`src/rtl/immediate_pipe.sv`:
```
// RISC-V immediate decoder feeding a small in-order result FIFO.
// The decode happens at acceptance; the head entry is driven straight from registered storage.
module immediate_pipe #(
  parameter int XLEN    = 32,
  parameter int DEPTH   = 2,
  parameter int TAG_W   = 4,
  parameter int SHAMT_W = 5
) (
  input  logic             clk,
  input  logic             reset_n,
  input  logic [31:0]      instruction,
  input  logic [2:0]       imm_fmt,
  input  logic [TAG_W-1:0] in_tag,
  input  logic             in_valid,
  output logic             in_ready,
  output logic [XLEN-1:0]  immediate,
  output logic [TAG_W-1:0] out_tag,
  output logic             out_illegal,
  output logic             out_valid,
  input  logic             out_ready,
  output logic [7:0]       illegal_count
);

  localparam int PTR_W = $clog2(DEPTH);
  localparam int CNT_W = $clog2(DEPTH + 1);

  typedef enum logic [2:0] {
    FMT_I  = 3'd0,
    FMT_S  = 3'd1,
    FMT_B  = 3'd2,
    FMT_U  = 3'd3,
    FMT_J  = 3'd4,
    FMT_Z  = 3'd5,
    FMT_SH = 3'd6,
    FMT_RS = 3'd7
  } fmt_t;

  logic [XLEN-1:0]  imm_mem [DEPTH];
  logic [TAG_W-1:0] tag_mem [DEPTH];
  logic             ill_mem [DEPTH];

  logic [PTR_W-1:0] wr_ptr_reg;
  logic [PTR_W-1:0] rd_ptr_reg;
  logic [CNT_W-1:0] count_reg;
  logic [CNT_W-1:0] count_next;
  logic             active_reg;
  logic [7:0]       illegal_count_reg;

  logic [63:0]      dec_wide;
  logic [XLEN-1:0]  dec_imm;
  logic             dec_illegal;
  logic             accept;
  logic             pop;

  // All formats are built at 64 bits and truncated, which keeps XLEN=32 and 64 on one path.
  always_comb begin
    dec_wide    = '0;
    dec_illegal = 1'b0;
    case (fmt_t'(imm_fmt))
      FMT_I:  dec_wide = {{52{instruction[31]}}, instruction[31:20]};
      FMT_S:  dec_wide = {{52{instruction[31]}}, instruction[31:25], instruction[11:7]};
      FMT_B:  dec_wide = {{51{instruction[31]}}, instruction[31], instruction[7],
                          instruction[30:25], instruction[11:8], 1'b0};
      FMT_U:  dec_wide = {{32{instruction[31]}}, instruction[31:12], 12'b0};
      FMT_J:  dec_wide = {{43{instruction[31]}}, instruction[31], instruction[19:12],
                          instruction[20], instruction[30:21], 1'b0};
      FMT_Z:  dec_wide = {59'b0, instruction[19:15]};
      FMT_SH: dec_wide = {52'b0, instruction[31:20]} & ((64'd1 << SHAMT_W) - 64'd1);
      default: dec_illegal = 1'b1;
    endcase
    dec_imm = dec_wide[XLEN-1:0];
  end

  // in_ready depends only on registers, so out_ready never reaches it combinationally.
  assign in_ready  = active_reg && (count_reg != CNT_W'(DEPTH));
  assign out_valid = (count_reg != '0);
  assign accept    = in_valid && in_ready;
  assign pop       = out_valid && out_ready;

  always_comb begin
    count_next = count_reg;
    if (accept && !pop) begin
      count_next = count_reg + CNT_W'(1);
    end else if (pop && !accept) begin
      count_next = count_reg - CNT_W'(1);
    end
  end

  always_ff @(posedge clk) begin
    if (!reset_n) begin
      wr_ptr_reg        <= '0;
      rd_ptr_reg        <= '0;
      count_reg         <= '0;
      active_reg        <= 1'b0;
      illegal_count_reg <= '0;
      for (int i = 0; i < DEPTH; i++) begin
        imm_mem[i] <= '0;
        tag_mem[i] <= '0;
        ill_mem[i] <= 1'b0;
      end
    end else begin
      active_reg <= 1'b1;
      count_reg  <= count_next;
      if (accept) begin
        imm_mem[wr_ptr_reg] <= dec_imm;
        tag_mem[wr_ptr_reg] <= in_tag;
        ill_mem[wr_ptr_reg] <= dec_illegal;
        wr_ptr_reg          <= wr_ptr_reg + PTR_W'(1);
        if (dec_illegal && (illegal_count_reg != 8'hFF)) begin
          illegal_count_reg <= illegal_count_reg + 8'd1;
        end
      end
      if (pop) begin
        rd_ptr_reg <= rd_ptr_reg + PTR_W'(1);
      end
    end
  end

  assign immediate     = imm_mem[rd_ptr_reg];
  assign out_tag       = tag_mem[rd_ptr_reg];
  assign out_illegal   = ill_mem[rd_ptr_reg];
  assign illegal_count = illegal_count_reg;

endmodule

```
`config.mk`:
```
export PLATFORM = sky130hd
export DESIGN_NAME = immediate_pipe
export DESIGN_NICKNAME = d
export VERILOG_FILES = /design/src/rtl/immediate_pipe.sv
export SDC_FILE = /design/constraint.sdc
export NUM_CORES = 1
export LEC_CHECK = 0
export CORE_ASPECT_RATIO = 1.2
export CORE_UTILIZATION = 55
export DETAILED_ROUTE_END_ITERATION = 16
export PLACE_DENSITY = 0.86
export RECOVER_POWER = 100
export SYNTH_ARGS = -nofsm -noshare
export SYNTH_HDL_FRONTEND = slang
export SYNTH_SLANG_ARGS = --single-unit
```
`constraint.sdc`:
```
create_clock -name clk -period 12.2 [get_ports clk]
set_input_delay 3.05 -clock clk [delete_from_list [all_inputs] [get_ports clk]]
set_output_delay 3.05 -clock clk [all_outputs]
set_load 0.01 [all_outputs]
```
======== After elaboration in Yosys (flattened, before gate mapping) ========
Memory sizes are Yosys's and may differ from the RTL's. A register that Yosys moved wholly into a read port is not among the register bits.
Cells that the tools add are included.
word-level totals
  bits in registers ....................... 13
  bits in writable memories ............... 74
  output and inout bits ................... 47
  memories kept ........................... 3
memory list
  name     depth  width  read ports  clocked after Yosys merged registers in  wr ports  RTL line  text
  imm_mem  2      32     1           1                                        2         38        logic [XLEN-1:0] imm_mem [DEPTH];
  tag_mem  2      4      1           1                                        2         39        logic [TAG_W-1:0] tag_mem [DEPTH];
  ill_mem  2      1      1           1                                        2         40        logic ill_mem [DEPTH];
cells by class
  add/sub/neg operators ................... 5
  equality and inequality tests ........... 8
  mux-type cells .......................... 24
  reductions and logical operators ........ 16
operators with widths
  operator                                           number
  one-hot mux 32 bit (7 select lines)                1
  2-to-1 mux 32 bit                                  1
  OR reduction 32 bit                                1
  2-to-1 mux 1 bit                                   19
  == test 3 bit (second input constant)              3
  adder 8 x 1 -> 8 bit (second input constant)       1
  inequality test 8 bit (second input constant)      1
  OR reduction 7 bit                                 1
  == test 3 x 2 -> 1 bit (second input constant)     2
  logical AND 1 bit                                  6
  2-to-1 mux 2 bit                                   2
  2-to-1 mux 4 bit                                   1
  nonzero test 2 bit                                 2
  OR reduction 4 bit                                 1
  == test 3 x 1 -> 1 bit (second input constant)     1
  zero test 3 bit                                    1
  adder 1 bit (second input constant)                2
  adder 2 x 1 -> 2 bit (second input constant)       1
  zero test 1 bit                                    2
  inequality test 2 bit (second input constant)      1
  AND reduction 2 bit                                1
  subtractor 2 x 1 -> 2 bit (second input constant)  1
  OR reduction 1 bit                                 1

======== Logic depth before layout (Yosys ltp) ========
Gate-level depths: netlist of run 1.
  word-level depth ........................ 8
  gate-level depth with buffers ........... 7

======== Worst setup path before layout of run 1 ========
Ideal clock, no wire load.
  path kind ............................... input to register
  start point ............................. input in_valid
  end point ............................... memory imm_mem[0][0] (enable)
  library setup time ...................... 0.482 ns
  arrival ................................. 5.963 ns
  path slack .............................. 5.755 ns
  stages .................................. 3
  cell sequence ........................... and2_1 > nand2_1 > o21ai_0
RTL lines
  item             RTL line  text
  start, declared  14        input logic in_valid,
  end, declared    38

==> results of run 1 <==
[cells in the mapped netlist (3+ instances only)]
master | count | share of area, %
nor2_1 | 47 | 4.2
a222oi_1 | 4 | 0.96
or4_1 | 3 | 0.54
clkbuf_1 | 7 | 0.63
buf_2 | 15 | 1.8
a21oi_1 | 46 | 5.5
and2_1 | 14 | 2.1
edfxtp_1 | 72 | 52
dfxtp_1 | 16 | 7.7
a22o_1 | 5 | 1.0
o21ai_0 | 7 | 0.84
mux2_2 | 36 | 9.7
inv_1 | 10 | 0.90
nand2_1 | 21 | 1.9
nand3_1 | 13 | 1.6
xor2_1 | 3 | 0.63
[kinds of logic after synthesis]
group                    share of synthesized area, %
XOR/XNOR                                         1.05
AND/OR/NAND/NOR                                  14.6
buffers and inverters                            3.95
AO/OA/AOI/OAI                                    10.3
multiplexers                                     10.2
adder cells (fa/ha/maj)                         0.598
flip-flops                                       59.3
[area by class of cell]
class	instances	share of cell area [%]
tap	90	2.18
clock buffer	10	2.47
sequential	88	48.0
clock inverter	6	0.847
inverter	10	0.726
timing repair buffer	87	16.2
multi-input combinational	237	29.5
[worst paths after layout]
path	from	to	cells past startpoint
min reg2reg	ill_mem[0]$_DFF_P_	ill_mem[0]$_DFF_P_	2
max reg2reg	count_reg[1]$_SDFFE_PN0P_	imm_mem[1][12]$_SDFFCE_PN0P_	5
max	in_valid	imm_mem[1][12]$_SDFFCE_PN0P_	6
min	ill_mem[0]$_DFF_P_	ill_mem[0]$_DFF_P_	2
[per-stage QoR]
stage,total power [mW],instance area (um^2)
finish,0.760,5170
global route,0.792,5170
CTS,0.779,5210
detailed placement,0.603,5040
global placement,0.598,5040
floorplan,0.497,4190
[critical path, cell delays in order]
cell	delay, ns
dlygate4sd3_1	0.54
and2_0	0.21
nand4_1	0.11
clkbuf_1	1.18
nand2_1	0.77
clkbuf_1	0.76
[power by group]
part,internal [mW],switching [mW]
logic,0.114,0.104
clock network,0.0743,0.104
registers,0.354,0.00967
[metal layers]
metal	global-route usage, %	wire, um
met1	27.7	3460
met2	42.9	5030
met3	5.54	510
met4	10.8	155
met5	0	0
==> results.ini, run 1 <==
[run_status]
status = finished, violations left
violations = max-capacitance violations, max-slew violations

[power_and_ir_drop]
ir_drop_v = 0.000102
cellLeakagePower_nw = 1.89
powerDensity_nw_per_um2 = 147

[timing]
setup_violations = 0
finalHoldWorstSlack_ns = 0.506
worstMarginPinSlew_ns = 2.06
fin_crit_ns = 6.77
slew-limit-headroom_pct = -37.4
min_period_over_period_pct = 55.5
finalMaxSlewViolations = 143
clock_skew_ns = 0.00895
rsz0062_at_grt = false
setup_slack_ns = 5.43
max_clock_freq_ghz = 0.148
setup_tns_ns = 0
hold_viol = 0

[clock_network]
post-cts-setup-buffer-count = 0
cts_tree = built
hold_buffers = 0
htreeDepth = 3
numCtsBuffers = 9
cts.clk_slew.worst_paths_ns = 0.09
cts-root-buf = clkbuf_8
clk_path_buf_depth = 2
clock_latency_ns = 0.35
cts_resized = 0
clkSinkCount = 88

[placed_design]
hpwlAfterDp_um = 6000
place_inst = 512
port_buffers = 82
dp_slack_ns = 6.67
gp_congestion = 0.889

[global_routing]
grt_usage_pct = 24.5
overflow = 0
antenna_found_initial = 0
grt_max_degree = 38
grt_pass1_wl_um = 14400
grt_pass1_vias = 3000

[floorplanning]
core-area_um2 = 7320
core.rowCount = 34
dieArea_um2 = 7960
ioPinCount = 90
initial_core_util_pct = 57.2
die_x_um = 81.6
die_h_um = 97.6

[route]
drt_wl_total_um = 9150
post_drt_via_cell_ratio = 5.85
wire_per_inst_um = 17.3
drc_errors = 0
first_pass_iters = 6
drtIter0Drc = 213
drtAntennaViolNets = 0
vias = 3091

[final_layout]
final_common_cell = edfxtp_1
final_cell_mix = 72 x edfxtp_1, 47 x nor2_1, 46 x a21oi_1
utilization_pct = 70.6
fill_cells = 541
drive_above_1_share_pct = 11.0
multi_input_area_um2 = 1530
final_cells = 528
insertedDiodeCount = 0
regArea_um2 = 2480
syn_to_final_growth_pct = 23.5
finalNetCount = 478
largest_reg_flops = 64

[critical_path]
r2r_slack_ns = 8.18
cp.arrival_ns = 6.64
startpoint_type = primary input
path_max_fanout = 34
required_ns = 12.08
criticalPathCategory = primary input to register
critPathCaptureType = register

[synthesis]
avgSynthCellArea_um2 = 11.6
ys.flop_type = edfxtp_1
seq_area_frac_synth_pct = 59.3
synth_seq_cells = 88
synthCells = 360
syn_area_um2 = 4190
synth-edff-count = 72
syn_nets = 405
ys_types = 45
ys.warnings.count = 0
synth-async-reset-ratio_pct = 0

[flow_run]
maxCapViolCount = 4

[hold_path]
hold_path_class = register to register

Note: power is estimated with default switching activity, not from simulation.
==> run 2, diff against run 1 <==
--- a/config.mk
+++ b/config.mk
@@ -6,9 +6,9 @@
 export NUM_CORES = 1
 export LEC_CHECK = 0
 export CORE_ASPECT_RATIO = 1.2
-export CORE_UTILIZATION = 55
+export CORE_UTILIZATION = 46
 export DETAILED_ROUTE_END_ITERATION = 16
-export PLACE_DENSITY = 0.86
+export PLACE_DENSITY = 0.76
 export RECOVER_POWER = 100
 export SYNTH_ARGS = -nofsm -noshare
 export SYNTH_HDL_FRONTEND = slang
==> constraint.sdc (replaced) <==
create_clock -name clk -period 5.4 [get_ports clk]
set_input_delay 1.35 -clock clk [delete_from_list [all_inputs] [get_ports clk]]
set_output_delay 1.35 -clock clk [all_outputs]
set_load 0.01 [all_outputs]
==> run 2 against run 1 <==
- the flow still finishes with violations (max-capacitance violations, max-slew violations)
- design area up 1.3%
- power up 130%
- clock skew about the same
- critical path depth down 4
- via count down 2.5%
- non-clock buffer count down 1
- cell count up 4.9%
- sequential share of layout area down 0.60 points
- sequential cell count unchanged
- count of clock-buffer cells in the layout unchanged
- combinational power up 110%
- first-iteration DRC count up 26%
- critical path type is now register to output port
- critical endpoint is now immediate[19]
- largest power group unchanged
==> results.ini, run 2 (synthesis results as in run 1) <==
[floorplanning]
dieArea_um2 = 9490
initial_core_util_pct = 48.1
die_x_um = 89.1
die_h_um = 106
ioPinCount = 90
core-area_um2 = 8700
core.rowCount = 37

[route]
drt_wl_total_um = 8980
drtAntennaViolNets = 0
first_pass_iters = 5
post_drt_via_cell_ratio = 5.44
drc_errors = 0
wire_per_inst_um = 16.2
drtIter0Drc = 268
vias = 3015

[global_routing]
grt_pass1_wl_um = 14000
gr-usage-met2_pct = 32.9
met3_usage_pct = 5.12
grt_max_degree = 39
overflow = 0
top_usage_layer = met2
antenna_found_initial = 0
grt_pass1_vias = 2896
grt_usage_pct = 19.7
met1_usage_pct = 24.4

[clock_network]
hold_buffers = 0
cts-root-buf = clkbuf_8
numCtsBuffers = 9
post-cts-setup-buffer-count = 0
htreeDepth = 3
cts.clk_slew.worst_paths_ns = 0.09
clk_path_buf_depth = 2
clock_latency_ns = 0.35
cts_resized = 0
cts_tree = built
clkSinkCount = 88

[power_and_ir_drop]
p_sw_mw = 0.490
switching_share_pct = 27.8
finalPower_mw = 1.76
cellLeakagePower_nw = 1.91
powerDensity_nw_per_um2 = 337
p_comb_share_pct = 25.4
ir_drop_v = 0.000301
pwr-share-clk_pct = 25.6
intPower_mw = 1.27
power.sequential.fraction_pct = 49.0

[critical_path]
crit_chain = mux2_2 > dlygate4sd3_1
critPathCaptureType = output port
required_ns = 4.05
max_stage_delay_ns = 1.52
startpoint_type = register
cp.arrival_ns = 2.94
criticalPathCategory = register to output port
critical_path.slowest_cell = dfxtp_1
path_max_fanout = 38
cp_top_family = flip-flops
crit_buf_inv = 1

[timing]
fin_crit_ns = 4.29
min_period_over_period_pct = 79.5
hold_viol = 0
max_clock_freq_ghz = 0.233
finalMaxSlewViolations = 181
setup_violations = 0
worstMarginPinSlew_ns = 2.11
slew-limit-headroom_pct = -40.8
rsz0062_at_grt = false
setup_tns_ns = 0
clock_skew_ns = 0.00876

[final_layout]
final_common_cell = edfxtp_1
multi_input_area_um2 = 1540
syn_to_final_growth_pct = 25.1
insertedDiodeCount = 0
finalNetCount = 477
fill_cells = 732
drive_above_1_share_pct = 12.4
largest_reg_flops = 64
final_cell_mix = 72 x edfxtp_1, 47 x nor2_1, 46 x a21oi_1
utilization_pct = 60.1
regArea_um2 = 2480

[placed_design]
port_buffers = 82
hpwlAfterDp_um = 5970
gp_congestion = 0.795

[run_status]
status = finished, violations left
violations = max-capacitance violations, max-slew violations

[flow_run]
maxCapViolCount = 5

[hold_path]
hold_path_class = register to register

[run 2: final cells by class]
class,instances,share of cell area (%)
Inverter,10,0.717
Multi-Input combinational cell,237,29.4
Sequential cell,88,47.4
Timing Repair Buffer,86,16.0
Tap cell,117,2.80
Clock buffer,10,2.44
Clock inverter,6,1.29
[run 2: final timing paths]
kind	from	to	slack [ns]	depth (start not counted)
setup / recovery	register	immediate[19]	1.11	2
hold / removal	illegal_count[6]$_SDFFE_PN0P_	illegal_count[6]$_SDFFE_PN0P_	0.50	2
setup reg to reg	count_reg[1]$_SDFFE_PN0P_	imm_mem[1][7]$_SDFFCE_PN0P_	2.48	5
hold reg to reg	illegal_count[6]$_SDFFE_PN0P_	illegal_count[6]$_SDFFE_PN0P_	0.50	2
[run 2: stage by stage]
step | hold WS (ns) | instances | setup WS [ns] | area [um^2]
6_report | 0.502 | 554 | 1.11 | 5230
5_1_grt | 0.513 | 554 | 0.897 | 5230
4_1_cts | 0.503 | 554 | 1.76 | 5260
3_5_place_dp | 0.489 | 538 | 1.65 | 5070
3_3_place_gp | 0.463 | 538 | 1.74 | 5070
2_1_floorplan | 0.449 | 360 | 0.655 | 4190
[run 2: worst reg2reg max path, cell delays in order, from the launching register on]
cell	delay, ns
dfxtp_1	0.36
or2b_2	0.35
nand4_1	0.12
clkbuf_1	1.16
nor2_1	0.39
and2_0	0.30
[run 2: power groups by stage]
stage	Sequential (mW)	Combinational, mW	Clock, mW
detailed placement	0.880	0.483	0
floorplan	0.832	0.292	0
global route	0.876	0.482	0.483
global placement	0.875	0.476	0
CTS	0.865	0.486	0.456
finish	0.864	0.447	0.451
[run 2: metal layers]
metal	vias up	routed length (um)
met3	10	602
met4	0	103
met1	1436	3690
met5	-	0
met2	101	4590
li1	1468	-
==> run 3, diff against run 2 <==
--- a/config.mk
+++ b/config.mk
@@ -6,9 +6,9 @@
 export NUM_CORES = 1
 export LEC_CHECK = 0
 export CORE_ASPECT_RATIO = 1.2
-export CORE_UTILIZATION = 46
+export CORE_UTILIZATION = 51
 export DETAILED_ROUTE_END_ITERATION = 16
-export PLACE_DENSITY = 0.76
+export PLACE_DENSITY = 0.8
 export RECOVER_POWER = 100
 export SYNTH_ARGS = -nofsm -noshare
 export SYNTH_HDL_FRONTEND = slang
==> constraint.sdc (replaced) <==
create_clock -name clk -period 4.2 [get_ports clk]
set_input_delay 1.05 -clock clk [delete_from_list [all_inputs] [get_ports clk]]
set_output_delay 1.05 -clock clk [all_outputs]
set_load 0.01 [all_outputs]
==> run 3 against run 2 <==
- the run still ends with max-capacitance violations, max-slew violations left
- first-iteration DRC count shrank 1.5%
- worst setup slack lost 0.43 ns
- critical path depth grew 3
- non-clock buffer count grew 2
- worst hold slack lost 0.026 ns
- die area shrank 9.6%
- register-to-register slack lost 0.90 ns
- combinational power grew 28%
- critical path type is now primary input to register
- critical endpoint is now tag_mem[0][3]$_SDFFCE_PN0P_
- largest cell class unchanged
==> results.ini, run 3 (synthesis results as in run 1) <==
[global_routing]
grt_usage_pct = 22.2
grt_pass1_vias = 3052
grt_max_degree = 39
grt_pass1_wl_um = 14700
overflow = 0
antenna_found_initial = 0

[timing]
setup_tns_ns = 0
setup_violations = 0
fin_crit_ns = 3.53
rsz0062_at_grt = false
slew-limit-headroom_pct = -0.379
hold_viol = 0
worstMarginPinSlew_ns = 1.51
clock_skew_ns = 0.00980
finalMaxSlewViolations = 26
finalHoldWorstSlack_ns = 0.476
min_period_over_period_pct = 84.0
max_clock_freq_ghz = 0.284

[power_and_ir_drop]
ir_drop_v = 0.000332
intPower_mw = 1.57
cellLeakagePower_nw = 1.92
switching_share_pct = 28.7
power.sequential.fraction_pct = 50.6
p_sw_mw = 0.630
p_comb_share_pct = 26.1
powerDensity_nw_per_um2 = 423
pwr-share-clk_pct = 23.3
finalPower_mw = 2.20

[floorplanning]
dieArea_um2 = 8570
die_h_um = 101
initial_core_util_pct = 53.7
core.rowCount = 35
core-area_um2 = 7790
ioPinCount = 90
die_x_um = 84.7

[route]
wire_per_inst_um = 16.9
drtIter0Drc = 264
post_drt_via_cell_ratio = 5.78
vias = 3069
drt_wl_total_um = 8960
first_pass_iters = 13
drc_errors = 0
drtAntennaViolNets = 0

[critical_path]
required_ns = 4.15
criticalPathCategory = primary input to register
critPathCaptureType = register
cp.arrival_ns = 3.48
startpoint_type = primary input
path_max_fanout = 26

[run_status]
status = finished, violations left
violations = max-capacitance violations, max-slew violations

[clock_network]
cts_resized = 0
clock_latency_ns = 0.35
clk_path_buf_depth = 2
cts.clk_slew.worst_paths_ns = 0.08
post-cts-setup-buffer-count = 0
cts-root-buf = clkbuf_8
clkSinkCount = 88
hold_buffers = 0
htreeDepth = 3
numCtsBuffers = 9
cts_tree = built

[final_layout]
final_cells = 531
final_cell_mix = 72 x edfxtp_1, 48 x dlygate4sd3_1, 47 x nor2_1
final_common_cell = edfxtp_1
regArea_um2 = 2480
drive_above_1_share_pct = 13.7
fill_cells = 613
largest_reg_flops = 64
finalNetCount = 479
syn_to_final_growth_pct = 24.1
multi_input_area_um2 = 1540
utilization_pct = 66.6
insertedDiodeCount = 0

[flow_run]
maxCapViolCount = 1

[placed_design]
hpwlAfterDp_um = 6010
place_inst = 515
port_buffers = 82
gp_congestion = 0.856

[hold_path]
hold_path_class = register to register

-- run 3: changes by cell type in the layout (fill, tap and decap cells not counted), moves of 2 or more --
| cell | before | now |
|---|---|---|
| clkdlybuf4s50_1 | 37 | 34 |
| dlygate4sd3_1 | 45 | 48 |
| mux2_2 | 32 | 34 |
| clkbuf_1 | 5 | 3 |
| buf_4 | 0 | 2 |
| mux2_1 | 4 | 2 |
-- run 3: layout make-up --
cell class,instances,area share (%)
multi-input combinational,237,29.6
inverter,10,0.723
tap,92,2.22
clock inverter,7,0.891
timing repair buffer,88,16.4
clock buffer,9,2.38
sequential,88,47.8
-- run 3: final timing paths --
kind	startpoint	endpoint	slack, ns	depth (start not counted)
max	in_valid	tag_mem[0][3]$_SDFFCE_PN0P_	0.67	5
min	ill_mem[0]$_DFF_P_	ill_mem[0]$_DFF_P_	0.48	2
max reg2reg	count_reg[0]$_SDFFE_PN0P_	tag_mem[0][3]$_SDFFCE_PN0P_	1.58	4
min reg2reg	ill_mem[0]$_DFF_P_	ill_mem[0]$_DFF_P_	0.48	2
-- run 3: routing by layer --
| metal | track usage [%] | wire, um | vias to the layer above |
|---|---|---|---|
| li1 | - | - | 1466 |
| met1 | 26.8 | 3550 | 1493 |
| met2 | 39.5 | 4710 | 95 |
| met3 | 4.48 | 518 | 15 |
| met4 | 8.74 | 175 | 0 |
| met5 | 0 | 0 | - |
-- run 3: power groups by stage --
| stage | clock, mW | sequential [mW] | combinational [mW] |
|---|---|---|---|
| 2_1_floorplan | 0 | 1.07 | 0.376 |
| 5_1_grt | 0.556 | 1.13 | 0.618 |
| 4_1_cts | 0.518 | 1.11 | 0.628 |
| 6_report | 0.512 | 1.11 | 0.573 |
| 3_3_place_gp | 0 | 1.13 | 0.616 |
| 3_5_place_dp | 0 | 1.13 | 0.625 |
-- run 3: stage by stage --
| step | setup WS [ns] | instance area, um^2 |
|---|---|---|
| floorplan | 0.748 | 4190 |
| global placement | 0.885 | 5050 |
| detailed placement | 0.811 | 5050 |
| CTS | 0.883 | 5220 |
| global route | 0.485 | 5190 |
| finish | 0.673 | 5190 |
-- run 3: worst max-delay path, cell delays in order --
cell and delay [ns]:
dlygate4sd3_1 0.53, and2_0 0.22, nand2_1 0.14, o21ai_4 0.39
clkbuf_1 1.14
